[src/rtl/gb_cpu_bus_seq.sv]
// M-cycle bus sequencer: turns single-beat core requests into timed rd_n/wr_n/m1_n strobe sequences.
// Optional wait-state stretching at the sample T-state is enabled with GB_BUS_WAIT_EN.
module gb_cpu_bus_seq #(
  parameter int ADDR_W  = 16,
  parameter int DATA_W  = 8,
  parameter int TSTATES = 4,
  parameter int CNT_W   = 16
) (
  input  logic              clk,
  input  logic              rst,
  input  logic              req_valid,
  output logic              req_ready,
  input  logic              req_we,
  input  logic              req_m1,
  input  logic [ADDR_W-1:0] req_addr,
  input  logic [DATA_W-1:0] req_wdata,
  output logic              rsp_valid,
  output logic [DATA_W-1:0] rsp_rdata,
  output logic [ADDR_W-1:0] addr,
  output logic [DATA_W-1:0] data_out,
  input  logic [DATA_W-1:0] data_in,
  output logic              rd_n,
  output logic              wr_n,
  output logic              m1_n,
  output logic              busy,
  output logic [CNT_W-1:0]  mcyc_cnt
`ifdef GB_BUS_WAIT_EN
  ,
  input  logic              wait_n
`endif
);

  localparam int            TW     = $clog2(TSTATES);
  localparam logic [TW-1:0] T_LAST = TW'(TSTATES - 1);
  localparam logic [TW-1:0] T_SAMP = TW'(TSTATES - 2);
  localparam logic [TW-1:0] T_ONE  = TW'(1);

  typedef enum logic {
    S_IDLE,
    S_ACTIVE
  } state_e;

  state_e        state_q, state_d;
  logic [TW-1:0] tcnt_q, tcnt_d;
  logic          cmd_we_q, cmd_we_d;
  logic          cmd_m1_q, cmd_m1_d;

  logic          wait_ok;
  logic          last_t;
  logic          stretch;
  logic          accept;
  logic          sample_t;

  logic          rd_n_d, wr_n_d, m1_n_d, rsp_valid_d;

`ifdef GB_BUS_WAIT_EN
  assign wait_ok = wait_n;
`else
  assign wait_ok = 1'b1;
`endif

  assign last_t    = (state_q == S_ACTIVE) && (tcnt_q == T_LAST);
  assign stretch   = (state_q == S_ACTIVE) && (tcnt_q == T_SAMP) && !wait_ok;
  assign req_ready = (state_q == S_IDLE) || (last_t && !stretch);
  assign accept    = req_valid && req_ready;
  assign busy      = (state_q == S_ACTIVE);

  // Read data is captured on the first edge leaving the sample T-state without a wait request.
  assign sample_t  = (state_q == S_ACTIVE) && (tcnt_q == T_SAMP) && wait_ok && !cmd_we_q;

  always_ff @(posedge clk) begin
    // NOTE: sequential state is always assigned with <= so every flop sees pre-edge values.
    if (rst) begin
      state_q  <= S_IDLE;
      tcnt_q   <= '0;
      cmd_we_q <= 1'b0;
      cmd_m1_q <= 1'b0;
    end else begin
      state_q  <= state_d;
      tcnt_q   <= tcnt_d;
      cmd_we_q <= cmd_we_d;
      cmd_m1_q <= cmd_m1_d;
    end
  end

  always_comb begin
    // NOTE: every output of this block gets a default first, so no path can infer a latch.
    state_d  = state_q;
    tcnt_d   = tcnt_q;
    cmd_we_d = cmd_we_q;
    cmd_m1_d = cmd_m1_q;
    if (accept) begin
      state_d  = S_ACTIVE;
      tcnt_d   = '0;
      cmd_we_d = req_we;
      cmd_m1_d = req_m1 && !req_we;
    end else if (state_q == S_ACTIVE) begin
      if (last_t) begin
        state_d = S_IDLE;
        tcnt_d  = '0;
      end else if (!stretch) begin
        tcnt_d = tcnt_q + T_ONE;
      end
    end
  end

  // Strobes are decoded from the next state and registered, so the pins come straight off flops.
  always_comb begin
    rd_n_d      = 1'b1;
    wr_n_d      = 1'b1;
    m1_n_d      = 1'b1;
    rsp_valid_d = 1'b0;
    if (state_d == S_ACTIVE) begin
      if (!cmd_we_d && (tcnt_d <= T_SAMP)) begin
        rd_n_d = 1'b0;
      end
      if (cmd_we_d && (tcnt_d >= T_ONE) && (tcnt_d <= T_SAMP)) begin
        wr_n_d = 1'b0;
      end
      if (cmd_m1_d && (tcnt_d <= T_ONE)) begin
        m1_n_d = 1'b0;
      end
      rsp_valid_d = (tcnt_d == T_LAST);
    end
  end

  always_ff @(posedge clk) begin
    if (rst) begin
      rd_n      <= 1'b1;
      wr_n      <= 1'b1;
      m1_n      <= 1'b1;
      rsp_valid <= 1'b0;
      rsp_rdata <= '0;
      addr      <= '0;
      data_out  <= '0;
      mcyc_cnt  <= '0;
    end else begin
      rd_n      <= rd_n_d;
      wr_n      <= wr_n_d;
      m1_n      <= m1_n_d;
      rsp_valid <= rsp_valid_d;
      if (accept) begin
        addr <= req_addr;
      end
      if (accept && req_we) begin
        data_out <= req_wdata;
      end
      if (sample_t) begin
        rsp_rdata <= data_in;
      end
      if (last_t) begin
        mcyc_cnt <= mcyc_cnt + 1'b1;
      end
    end
  end

endmodule

[config.mk]
export PLATFORM = sky130hd
export DESIGN_NAME = gb_cpu_bus_seq
export DESIGN_NICKNAME = d
export VERILOG_FILES = /design/src/rtl/gb_cpu_bus_seq.sv
export SDC_FILE = /design/constraint.sdc
export NUM_CORES = 1
export LEC_CHECK = 0
export ABC_CLOCK_PERIOD_IN_PS = 1900
export BUFFER_PORTS_ARGS = -buffer_cell sky130_fd_sc_hd__buf_2
export CAP_MARGIN = 20
export CELL_PAD_IN_SITES_DETAIL_PLACEMENT = 2
export CELL_PAD_IN_SITES_GLOBAL_PLACEMENT = 2
export CORE_UTILIZATION = 24
export DETAILED_ROUTE_END_ITERATION = 10
export HOLD_SLACK_MARGIN = 0.1
export PLACE_DENSITY = 0.82
export SYNTH_ARGS = -nofsm -noshare
export SYNTH_HDL_FRONTEND = slang
export SYNTH_SLANG_ARGS = --single-unit
export TNS_END_PERCENT = 5
[constraint.sdc]
create_clock -name clk -period 1.9 [get_ports clk]
set_clock_uncertainty 0.15 [all_clocks]
set_input_delay 0.095 -clock clk [delete_from_list [all_inputs] [get_ports clk]]
set_output_delay 0.095 -clock clk [all_outputs]
set_load 0.02 [all_outputs]
; ---- Word-level counts from Yosys, hierarchy flattened
; Index checks and enable logic that the tools add are counted.
; W data, S select, Z words.
[totals]
out_inout_bits = 54
inputBits = 37
reg_bits = 57
elab_cells = 48
[op_classes]
order_cmp = 3
eq_ne = 3
addsub = 2
reduce_logical = 15
n_mux = 11
bitwise_logic = 2
[op_table]
columns = op, n
row1 = $add A16 B1 Y16 const B, 1
row2 = $logic_and A1 B1 Y1, 10
row3 = $mux W1, 8
row4 = $eq A2 B2 Y1 const B, 3
row5 = $mux W2, 3
row6 = $logic_not A1 Y1, 3
row7 = $add A2 B1 Y2 const B, 1
row8 = $ge A2 B1 Y1 const B, 1
row9 = $le A2 B1 Y1 const B, 1
row10 = $le A2 B2 Y1 const B, 1
row11 = $not A1 Y1, 2
row12 = $reduce_or A2 Y1, 1
row13 = $logic_or A1 B1 Y1, 1

; ---- Logic depth before layout (Yosys ltp)
[depth]
depth_word = 9
mapped_depth = 9
depth_no_buf = 6

; ---- Least setup slack after synthesis
; No wires, ideal clock.
[synth_timing]
kind = register to register
from = register tcnt_q[0]
to = register data_out[5]
required_ps = 1679
setup_slack_ps = -36
stages_incl_launch_ff = 10
setup_time_ps = 71
path_buffers = 3
t_arrival_ps = 1716
synth_period_minus_slack_ps = 1936
path_cell_list = dfxtp_1 ha_1 buf_6 and2b_2 inv_1 and2_1 buf_4 buf_4 nand3_1 a21oi_1
[synth_between]
elab_chain_cells = 5
[synth_lines]
columns = item, line_no
row1 = "start, declared", 44  ; logic [TW-1:0] tcnt_q, tcnt_d;
row2 = "start signal, assigned", 80  ; tcnt_q <= tcnt_d;
row3 = $eq A2 B2 Y1, 62  ; assign last_t = (state_q == S_ACTIVE) && (tcnt_q == T_LAST);
row4 = $logic_and A1 B1 Y1, 62
row5 = $logic_or A1 B1 Y1, 64  ; assign req_ready = (state_q == S_IDLE) || (last_t && !stretch);
row6 = via req_ready, 12  ; output logic req_ready,
row7 = $logic_and A1 B1 Y1, 65  ; assign accept = req_valid && req_ready;
row8 = $logic_and A1 B1 Y1, 145  ; if (accept && req_we) begin
row9 = "end signal, assigned", 146  ; data_out <= req_wdata;
row10 = "end, declared", 20  ; output logic [DATA_W-1:0] data_out,
; The timed path passes the listed nets, and every way through them passes these cells.
; A chain may end at the register's enable or synchronous reset.

; ---- Worst setup path in the final report
[layout_timing]
from = register tcnt_q[0]
to = register mcyc_cnt[15]
[layout_between]
elab_chain_cells = 2
[layout_lines]
columns = item, line_no
row1 = $eq A2 B2 Y1, 62
row2 = $logic_and A1 B1 Y1, 62
row3 = "end signal, assigned", 152  ; mcyc_cnt <= mcyc_cnt + 1'b1;
row4 = "end, declared", 26  ; output logic [CNT_W-1:0] mcyc_cnt
; No other way between the ends.

==> flow_summary.ini <==
[placed_design]
post-place-ws_ps = -51.32
numPortBuffers = 90
place.gp.congestion = 0.7855
dp_hpwl_um = 5253

[hold_path]
hold_path.class = primary input to flip-flop
hp-start = rst

[detailed_routing]
num_vias = 2408
routedWlPerCell_um = 15.16
antenna_left = 0
finalWirelength_um = 8034
drc_errors = 0
dr.pass1.iters = 4
drt-initial-drc-count = 44
via_per_inst = 4.543

[synthesis]
yosysSeqAreaShare = 0.5005
synthesis.area_um2 = 2280
syn_avg_cell_area_um2 = 8.768
synthCells = 260
ys_seq_elements = 57
synthesis.nets = 300
synth.distinct_cells = 34
yosys_warnings = 0

[clocking]
cts_sinks = 57
clk_pin_slew_ps = 70
clock_path_buffers = 2
clk_latency_ps = 330
cts_setup_buffers = 0
cts-root-buf = clkbuf_8
cts-buffers-inserted = 9
cts_max_level = 3
cts_tree = done

[cells_and_area]
seqCellArea_um2 = 1144
nFillCells = 1091
syn_to_final_growth_pct = 54.17
num-nets-final = 437
drive_above_1_share = 0.3342
diodes = 0
multi_input_area_um2 = 1066
fin_util = 0.3804

[sta]
setup_slack_ps = 55.75
finalMaxSlewViolations = 0
setup_tns_ps = 0
rsz0062_at_grt = true
setup_viol = 0
fmax_mhz = 542.2
final.min_clock_period_ps = 1844
slew_headroom = 0.5803
finalCritPeriodShare = 0.9707
hold_viol = 0
tightest_slew_ps = 629.6

[critical_path]
cp_max_fo = 7
criticalPathCategory = flip-flop to flip-flop
end_kind = flip-flop
r2r_start = tcnt_q[0]$_SDFF_PP0_
critPathSlowestCell = or4_4
cpPeakStageDelay_ps = 510
crit_arrival_ps = 1950
crit_start = tcnt_q[0]$_SDFF_PP0_
cp.required_ps = 2010
cp_cell_sequence = ha_4, and4_4, nand4_4, or4_4, a21oi_2
crit_path_start_kind = flip-flop

[global_routing]
grt.overflow.total = 0
grt_max_degree = 33
grt_pass1_vias = 2732
grt_pass1_wl_um = 13280
antenna_found_initial = 0
track_usage = 0.1738

[die]
ios = 91
start_util = 0.2467
die_w_um = 99.46
core_area_um2 = 9240
rows = 35
die_y_um = 99.46
die_area_um2 = 9892

[power_and_ir_drop]
powerDensity_nw_per_um2 = 777.0
p_leak_nw = 1.600
irDropWorstVdd_mv = 0.2818

[run]
max-cap-violations = 0

[status]
status = complete, no violations
-- sequential cells by signal, indices dropped and copies added, names as in the netlist --
| signal | cells |
|---|---|
| busy | 1 |
| m1_n | 1 |
| data_out | 8 |
| wr_n | 1 |
| rd_n | 1 |
| tcnt_q | 2 |
| cmd_we_q | 1 |
| mcyc_cnt | 16 |
| addr | 16 |
| rsp_rdata | 8 |
| cmd_m1_q | 1 |
| rsp_valid | 1 |
-- placed cells by master, fill, tap and decap left out, drive strengths merged, types with 3 or more instances in the layout --
cell         netlist  final
a21oi             36     36
and4               3      3
buf                7    106
clkbuf             8     12
dfxtp             57     57
dlygate4sd3        0     35
ha                 3      3
inv                4      4
mux2i              8      8
nand2             51     51
nand3             15     15
nand3b             4      4
nand4              6      6
nor2              21     21
o21ai              5      5
o31ai              4      4
or3                3      3
or4                4      4
xor2               8      8
-- path summary, 6_finish.rpt --
path | to | cells past startpoint | slack, ps
worst min-delay path | mcyc_cnt[0]$_SDFFE_PP0P_ | 2 | 120
worst max register to register | mcyc_cnt[15]$_SDFFE_PP0P_ | 5 | 60
worst min register to register | addr[8]$_SDFFE_PP0N_ | 2 | 300
worst max-delay path | mcyc_cnt[15]$_SDFFE_PP0P_ | 5 | 60
-- cell usage after synthesis --
cell | number | share of area
a21o_1 | 1 | 0.0033
a21oi_1 | 36 | 0.079
a22oi_1 | 1 | 0.0033
a2bb2oi_1 | 1 | 0.0038
and2_1 | 1 | 0.0027
and2b_2 | 1 | 0.0038
and3_1 | 1 | 0.0027
and4_1 | 1 | 0.0038
and4_4 | 2 | 0.0099
buf_2 | 2 | 0.0044
buf_4 | 4 | 0.013
buf_6 | 1 | 0.0049
clkbuf_1 | 8 | 0.013
dfxtp_1 | 57 | 0.50
ha_1 | 3 | 0.016
inv_1 | 4 | 0.0066
mux2i_1 | 8 | 0.035
nand2_1 | 51 | 0.084
nand3_1 | 15 | 0.033
nand3b_1 | 4 | 0.013
nand4_1 | 4 | 0.011
nand4_4 | 2 | 0.019
nand4b_1 | 1 | 0.0038
nor2_1 | 21 | 0.035
nor2b_1 | 1 | 0.0027
nor3_1 | 2 | 0.0044
nor3b_1 | 1 | 0.0033
o21ai_0 | 5 | 0.011
o31ai_1 | 4 | 0.013
or3_1 | 2 | 0.0055
or3_2 | 1 | 0.0033
or4_1 | 4 | 0.013
xnor2_1 | 2 | 0.0077
xor2_1 | 8 | 0.031
-- routing by layer --
layer,GRT usage,vias to the layer above,share of wire
met5,0,-,0
met4,0.05882,0,0.016
met3,0.05271,10,0.041
met2,0.3387,55,0.54
met1,0.1735,1177,0.40
li1,-,1166,-
-- layout make-up --
cell class | count | area share
Clock buffer | 12 | 0.04414
Multi-Input combinational cell | 184 | 0.3033
Tap cell | 129 | 0.04592
Inverter | 4 | 0.004272
Clock inverter | 3 | 0.01139
Sequential cell | 57 | 0.3254
Timing Repair Buffer | 141 | 0.2656
-- report_power, final --
part / leakage, nW / switching, mW / internal, mW
registers: 0.464 / 0.0219 / 1.23
logic: 1.03 / 0.180 / 0.155
clock network: 0.102 / 0.476 / 0.666
-- what timing repair did --
item | CTS | global route
pin swaps | 0 | 0
setup endpoints to repair | 13 | 6
resized for setup | 4 | 5
hold buffers | 35 | 0
hold endpoints to repair | 40 | 0
-- per-stage QoR --
stage / power [mW] / cells / area [µm²] / hold slack, ps
6_report: 2.731 / 530 / 3515 / 118.7
5_1_grt: 2.876 / 530 / 3515 / 128.4
4_1_cts: 2.773 / 530 / 3503 / 116.4
3_5_place_dp: 1.553 / 480 / 2943 / 193.2
3_3_place_gp: 1.543 / 480 / 2943 / 177.5
2_1_floorplan: 1.429 / 260 / 2280 / 81.00
-- worst max-delay path: cells and delay by family, from the launching register on --
family          cells  cell delay [ps]
fa+ha+maj           1              180
compound gates      1              140
simple gates        3              940
flops               1              360
-- cell families after synthesis --
family | share of synthesized area
buffers and inverters | 0.04226
and+or+nand+nor | 0.2536
AOI/OAI and AO/OA | 0.1136
adders and majority gates | 0.01647
muxes | 0.03513
DFF | 0.5005
xor gates and xnor gates | 0.03842
(Power assumes the default switching activity.)
